## config.mk

```make
export PLATFORM = sky130hd
export DESIGN_NAME = cmd_unpacker
export DESIGN_NICKNAME = d
export VERILOG_FILES = /design/src/rtl/cmd_unpacker_pkg.sv /design/src/rtl/cmd_unpacker_fifo.sv /design/src/rtl/cmd_unpacker.sv
export SDC_FILE = /design/constraint.sdc
export NUM_CORES = 1
export LEC_CHECK = 0
export CAP_MARGIN = 40
export CORE_ASPECT_RATIO = 2
export CORE_MARGIN = 8
export CORE_UTILIZATION = 40
export CTS_CLUSTER_SIZE = 25
export DETAILED_ROUTE_END_ITERATION = 6
export GPL_ROUTABILITY_DRIVEN = 0
export PLACE_DENSITY_LB_ADDON = 0.05
export SETUP_SLACK_MARGIN = 0.4
export SYNTH_ARGS = -nofsm -noshare
export SYNTH_HDL_FRONTEND = slang
export SYNTH_SLANG_ARGS = --single-unit
```

## constraint.sdc

```tcl
create_clock -name clk -period 5.9 [get_ports clk]
set_clock_uncertainty 0.2 [all_clocks]
set_input_delay 0.59 -clock clk [delete_from_list [all_inputs] [get_ports clk]]
set_output_delay 0.59 -clock clk [all_outputs]
set_load 0.005 [all_outputs]
```

## src/rtl/cmd_unpacker_pkg.sv

```systemverilog
// Shared types for the command unpacker: record layout, FSM encodings and
// a saturating add for the error counter.
package cmd_unpacker_pkg;

  localparam int CMD_REC_BYTES = 6;

  typedef struct packed {
    logic [15:0] addr;
    logic [31:0] data;
  } cmd_rec_t;

  // The MAGIC check is made on the sop byte itself, so it needs no state of its own.
  typedef enum logic [1:0] {IN_HUNT, IN_REC, IN_DROP} in_state_t;
  typedef enum logic [1:0] {OUT_IDLE, OUT_SETUP, OUT_STROBE, OUT_GAP} out_state_t;

  function automatic logic [7:0] sat_add8(input logic [7:0] a, input logic [1:0] b);
    logic [8:0] s;
    s = {1'b0, a} + {7'd0, b};
    return s[8] ? 8'hFF : s[7:0];
  endfunction

endpackage

```

## src/rtl/cmd_unpacker_fifo.sv

```systemverilog
// Synchronous record FIFO with a registered occupancy count; DEPTH must be a power of 2.
module cmd_fifo #(
  parameter int DEPTH = 8,
  parameter int WIDTH = 48
) (
  input  logic             clk,
  input  logic             rst,
  input  logic             wr,
  input  logic [WIDTH-1:0] wr_data,
  input  logic             rd,
  output logic [WIDTH-1:0] rd_data,
  output logic             full,
  output logic             empty
);
  localparam int AW = $clog2(DEPTH);
  localparam logic [AW:0] FULL_CNT = DEPTH[AW:0];

  logic [WIDTH-1:0] mem [DEPTH];
  logic [AW-1:0]    wr_ptr, rd_ptr;
  logic [AW:0]      count;
  logic             do_wr, do_rd;

  assign full    = (count == FULL_CNT);
  assign empty   = (count == '0);
  assign do_wr   = wr & ~full;
  assign do_rd   = rd & ~empty;
  assign rd_data = mem[rd_ptr];

  always_ff @(posedge clk) begin
    if (do_wr) mem[wr_ptr] <= wr_data;
  end

  always_ff @(posedge clk) begin
    if (rst) begin
      wr_ptr <= '0;
      rd_ptr <= '0;
      count  <= '0;
    end else begin
      if (do_wr) wr_ptr <= wr_ptr + AW'(1);
      if (do_rd) rd_ptr <= rd_ptr + AW'(1);
      case ({do_wr, do_rd})
        2'b10:   count <= count + (AW+1)'(1);
        2'b01:   count <= count - (AW+1)'(1);
        default: ;
      endcase
    end
  end

endmodule

```

## src/rtl/cmd_unpacker.sv

```systemverilog
// Splits a MAGIC-prefixed payload byte stream into 6-byte addr/data records,
// queues them, and replays each as a SETUP / WREN strobe / GAP sequence.
module cmd_unpacker
  import cmd_unpacker_pkg::*;
#(
  parameter logic [7:0] MAGIC      = 8'h5A,
  parameter int         FIFO_DEPTH = 8,
  parameter int         WREN_CYC   = 2,
  parameter int         GAP_CYC    = 2
) (
  input  logic        clk,
  input  logic        rst,
  input  logic [7:0]  i_data,
  input  logic        i_valid,
  input  logic        i_sop,
  input  logic        i_eop,
  output logic        o_ready,
  output logic [15:0] o_cmd_addr,
  output logic [31:0] o_cmd_data,
  output logic        o_cmd_wren,
  output logic        o_busy,
  output logic [7:0]  o_err_cnt
);
  localparam logic [2:0] LAST_IDX = 3'(CMD_REC_BYTES - 1);

  in_state_t  in_st;
  out_state_t out_st;
  logic [2:0] idx;
  logic [39:0] asm_q;
  logic       push_vld;
  cmd_rec_t   push_rec, head;
  logic       fifo_full, fifo_empty, pop, take;
  logic [1:0] err_inc;
  logic [7:0] cnt;

  assign take    = i_valid & o_ready;
  assign o_ready = ~fifo_full;
  assign pop     = (out_st == OUT_IDLE) & ~fifo_empty;
  assign o_busy  = ~fifo_empty | (out_st != OUT_IDLE);

  // A sop byte can both truncate a partial record and fail the magic check.
  always_comb begin
    err_inc = 2'd0;
    if (take) begin
      if (i_sop) begin
        if (in_st == IN_REC && idx != 3'd0) err_inc = err_inc + 2'd1;
        if (i_data != MAGIC)                err_inc = err_inc + 2'd1;
      end else if (in_st == IN_REC && i_eop && idx != LAST_IDX) begin
        err_inc = 2'd1;
      end
    end
  end

  always_ff @(posedge clk) begin
    if (rst) begin
      in_st     <= IN_HUNT;
      idx       <= '0;
      asm_q     <= '0;
      push_vld  <= 1'b0;
      push_rec  <= '0;
      o_err_cnt <= '0;
    end else begin
      push_vld  <= 1'b0;
      o_err_cnt <= sat_add8(o_err_cnt, err_inc);
      if (take) begin
        if (i_sop) begin
          idx   <= '0;
          in_st <= i_eop ? IN_HUNT : ((i_data == MAGIC) ? IN_REC : IN_DROP);
        end else begin
          case (in_st)
            IN_REC: begin
              asm_q <= {asm_q[31:0], i_data};
              if (idx == LAST_IDX) begin
                push_vld <= 1'b1;
                push_rec <= {asm_q, i_data};
                idx      <= '0;
              end else begin
                idx <= idx + 3'd1;
              end
              if (i_eop) begin
                in_st <= IN_HUNT;
                idx   <= '0;
              end
            end
            IN_DROP: if (i_eop) in_st <= IN_HUNT;
            IN_HUNT: ;
            default: in_st <= IN_HUNT;
          endcase
        end
      end
    end
  end

  cmd_fifo #(.DEPTH(FIFO_DEPTH), .WIDTH($bits(cmd_rec_t))) u_fifo (
    .clk     (clk),
    .rst     (rst),
    .wr      (push_vld),
    .wr_data (push_rec),
    .rd      (pop),
    .rd_data (head),
    .full    (fifo_full),
    .empty   (fifo_empty)
  );

  always_ff @(posedge clk) begin
    if (rst) begin
      out_st     <= OUT_IDLE;
      o_cmd_addr <= '0;
      o_cmd_data <= '0;
      o_cmd_wren <= 1'b0;
      cnt        <= '0;
    end else begin
      case (out_st)
        OUT_IDLE: if (pop) begin
          o_cmd_addr <= head.addr;
          o_cmd_data <= head.data;
          out_st     <= OUT_SETUP;
        end
        OUT_SETUP: begin
          o_cmd_wren <= 1'b1;
          cnt        <= 8'(WREN_CYC - 1);
          out_st     <= OUT_STROBE;
        end
        OUT_STROBE: begin
          if (cnt == '0) begin
            o_cmd_wren <= 1'b0;
            cnt        <= 8'(GAP_CYC - 1);
            out_st     <= OUT_GAP;
          end else begin
            cnt <= cnt - 8'd1;
          end
        end
        OUT_GAP: begin
          if (cnt == '0) out_st <= OUT_IDLE;
          else           cnt    <= cnt - 8'd1;
        end
        default: out_st <= OUT_IDLE;
      endcase
    end
  end

endmodule

```

==> flow_summary.json <==
{
  "routed_wl_um": 49100,
  "cts_tree": "yes",
  "area_growth_pct": 16.0,
  "synth_cell_types": 50,
  "crit_chain": "nor4b_2, inv_2, nand2_1, ha_1, ha_1, a21oi_1, a21oi_1, or4_1, a21oi_1",
  "grt_first_pass_wirelength_um": 74500,
  "synth_top_cell_by_area": "edfxtp_1",
  "cts.sinks": 555,
  "cts_buffers": 50,
  "critPathMostFrequentCell": "a21oi_1",
  "synth_flop_cell": "edfxtp_1",
  "worstPathArrival_ns": 3.71,
  "holdPathStages": 2,
  "yosys_warnings": 0,
  "setup-violations-final": 0,
  "antenna_found_initial": 0,
  "grt.overflow.total": 0,
  "syn_area_per_cell_um2": 15.5,
  "cts_setup_buffers": 0,
  "die_h_um": 337,
  "power.total_uw": 8560,
  "drv_slew": 0,
  "synth_edf_count": 384,
  "fp.dieW_um": 176,
  "first_pass_iters": 5,
  "clk_path_buf_depth": 3,
  "cp_slowest_cell": "nor4b_2",
  "htreeDepth": 2,
  "synth_most_common_cell": "edfxtp_1",
  "cp-start-kind": "register",
  "ff2ff_setup_slack_ns": 2.49,
  "path_class": "reg -> reg",
  "power_density_nw_per_um2": 358,
  "grt_setup_unrepaired": "false",
  "r2r-end": "u_fifo.count[3]$_SDFFE_PP0P_",
  "grt_start_max_net_pins": 88,
  "drive_gt1_share_pct": 15.9,
  "drc": 0,
  "ys_ff_latch": 555,
  "synth_top_cell_area_share_pct": 56.0,
  "final-hold-violation-count": 0,
  "fin_nets": 1440,
  "worst-slew-pin-transition_ns": 0.766,
  "worstRegToRegCells": 9,
  "min-delay-start": "rst",
  "hold_class": "in -> reg",
  "fmax_mhz": 293,
  "end_kind": "register",
  "grt_pass1_vias": 12000,
  "rr_startpoint": "u_fifo.count[0]$_SDFFE_PP0P_",
  "crit_required_ns": 6.20,
  "setup_tns_ns": 0,
  "postRouteAntennaNets": 0,
  "synthArstFlopShare_pct": 0,
  "dp_cells": 2010,
  "slew_headroom_pct": 48.3,
  "dp_hpwl_um": 28300,
  "clockRootBuffer": "clkbuf_16",
  "ioPinCount": 72,
  "irDropWorstVdd_v": 0.000280,
  "period_needed_ns": 3.41,
  "status": "complete, no violations",
  "post_cts_resized": 0,
  "dieArea_um2": 59500,
  "vias": 11400,
  "cp_max_fo": 8,
  "portBuffers": 71,
  "rows": 117,
  "fin_crit_sh_pct": 57.8,
  "netlist_instances": 1333,
  "leakagePower_uw": 0.00635,
  "cts_hold_buffers": 0,
  "vias_per_cell": 5.39,
  "core-area_um2": 50900,
  "cap_violations": 0,
  "stdcell_count": 2105,
  "hold-path-endpoint": "u_fifo.count[1]$_SDFFE_PP0P_",
  "clk_pin_slew_worst_paths_ns": 0.07,
  "synth_area_leaders": "edfxtp_1 56%, dfxtp_1 17%, mux4_2 10%, nand2_1 3.5%, a21oi_1 2.7%",
  "avgRoutedWirePerCell_um": 23.3,
  "syn_nets": 1365,
  "synth.top_cells.by_count": "384 x edfxtp_1, 190 x nand2_1, 171 x dfxtp_1",
  "syn_area_um2": 20600,
  "drt_iter0_drc": 624,
  "clk_latency_ns": 0.57,
  "nFillCells": 4476,
  "critPathMaxStageDelay_ns": 0.70,
  "initial_utilization_pct": 40.4,
  "post-route-util_pct": 46.9,
  "grt_use_total_pct": 16.6,
  "ys_seq_area_share_pct": 72.6
}
routing by layer:
metal / share of wire [%] / vias to the layer above / track usage, %
li1: - / 5184 / -
met1: 40 / 5915 / 19.7
met2: 54 / 192 / 30.4
met3: 3.6 / 62 / 2.38
met4: 2.3 / 0 / 5.03
met5: 0 / - / 0
layout by cell type (no fill, tap or decap), types with 18 or more instances in the layout:
cell,instances
clkdlybuf4s50_1,70
buf_4,22
nor2_1,70
o22ai_1,49
dfxtp_1,169
nor3_1,51
clkbuf_16,53
mux4_2,96
edfxtp_1,384
nand2_1,189
a21oi_1,112
inv_1,18
final cells by class:
type                            count  area [um^2]  share of cell area [%]
Multi-Input combinational cell    681         5280                    22.1
Inverter                           19         71.3                   0.298
Clock buffer                       77         1510                    6.30
Sequential cell                   555        15000                    62.6
Clock inverter                     17          198                   0.827
Tap cell                          654          818                    3.42
Antenna cell                        1         2.50                  0.0105
Timing Repair Buffer              101         1050                    4.40
how the worst max path moves through the flow:
| stage | from | endpoint | slack [ns] | depth (start not counted) |
|---|---|---|---|---|
| 6_report | u_fifo.count[0]$_SDFFE_PP0P_ | u_fifo.count[3]$_SDFFE_PP0P_ | 2.49 | 9 |
| 5_1_grt | u_fifo.count[0]$_SDFFE_PP0P_ | u_fifo.count[3]$_SDFFE_PP0P_ | 2.23 | 9 |
| 4_1_cts | u_fifo.count[0]$_SDFFE_PP0P_ | u_fifo.count[3]$_SDFFE_PP0P_ | 2.43 | 9 |
| 3_5_place_dp | i_data[3] | o_err_cnt[1]$_SDFF_PP0_ | 1.88 | 13 |
| 3_3_place_gp | i_data[3] | o_err_cnt[0]$_SDFF_PP0_ | 1.89 | 13 |
| 2_1_floorplan | u_fifo.count[0]$_SDFFE_PP0P_ | u_fifo.mem[2][0]$_DFFE_PP_ | 1.05 | 4 |
worst max-delay path: cells and delay by family (launching register included):
kind                       cells  cell delay [ns]
DFF                            1             0.38
buffers and inverters          1             0.22
adders and majority gates      2             0.57
AOI/OAI and AO/OA              3             0.42
and+or+nand+nor                3             1.55
stage by stage:
step / instance area [um^2] / hold slack (ns) / setup slack, ns
after global routing: 23900 / 0.123 / 2.23
after CTS: 23900 / 0.0749 / 2.43
after detailed placement: 22200 / 0.247 / 1.88
final: 23900 / 0.111 / 2.49
after global placement: 22000 / 0.241 / 1.89
after floorplan: 20600 / 0.232 / 1.05
state kept, by name, indices dropped and copies added (netlist names):
| name | cells |
|---|---|
| in_st | 2 |
| o_err_cnt | 8 |
| u_fifo.count | 4 |
| o_cmd_wren | 1 |
| u_fifo.rd_ptr | 3 |
| asm_q | 40 |
| o_cmd_data | 32 |
| push_rec | 48 |
| push_vld | 1 |
| out_st | 2 |
| o_cmd_addr | 16 |
| idx | 3 |
| cnt | 8 |
| u_fifo.wr_ptr | 3 |
| u_fifo.mem | 384 |
report_power, final:
group | switching, uW | internal [uW]
Sequential | 114 | 4220
Combinational | 429 | 420
Clock | 1430 | 1940
kinds of logic after synthesis:
kind of cell    Yosys count  share of synthesized area, %
compound gates          183                          5.03
xor+xnor                 14                         0.595
fa+ha+maj                19                          1.23
buf+inv                  97                          2.17
flops                   555                          72.6
mux                      98                          10.6
simple gates            367                          7.80
Power figures use the tool's default switching activity.
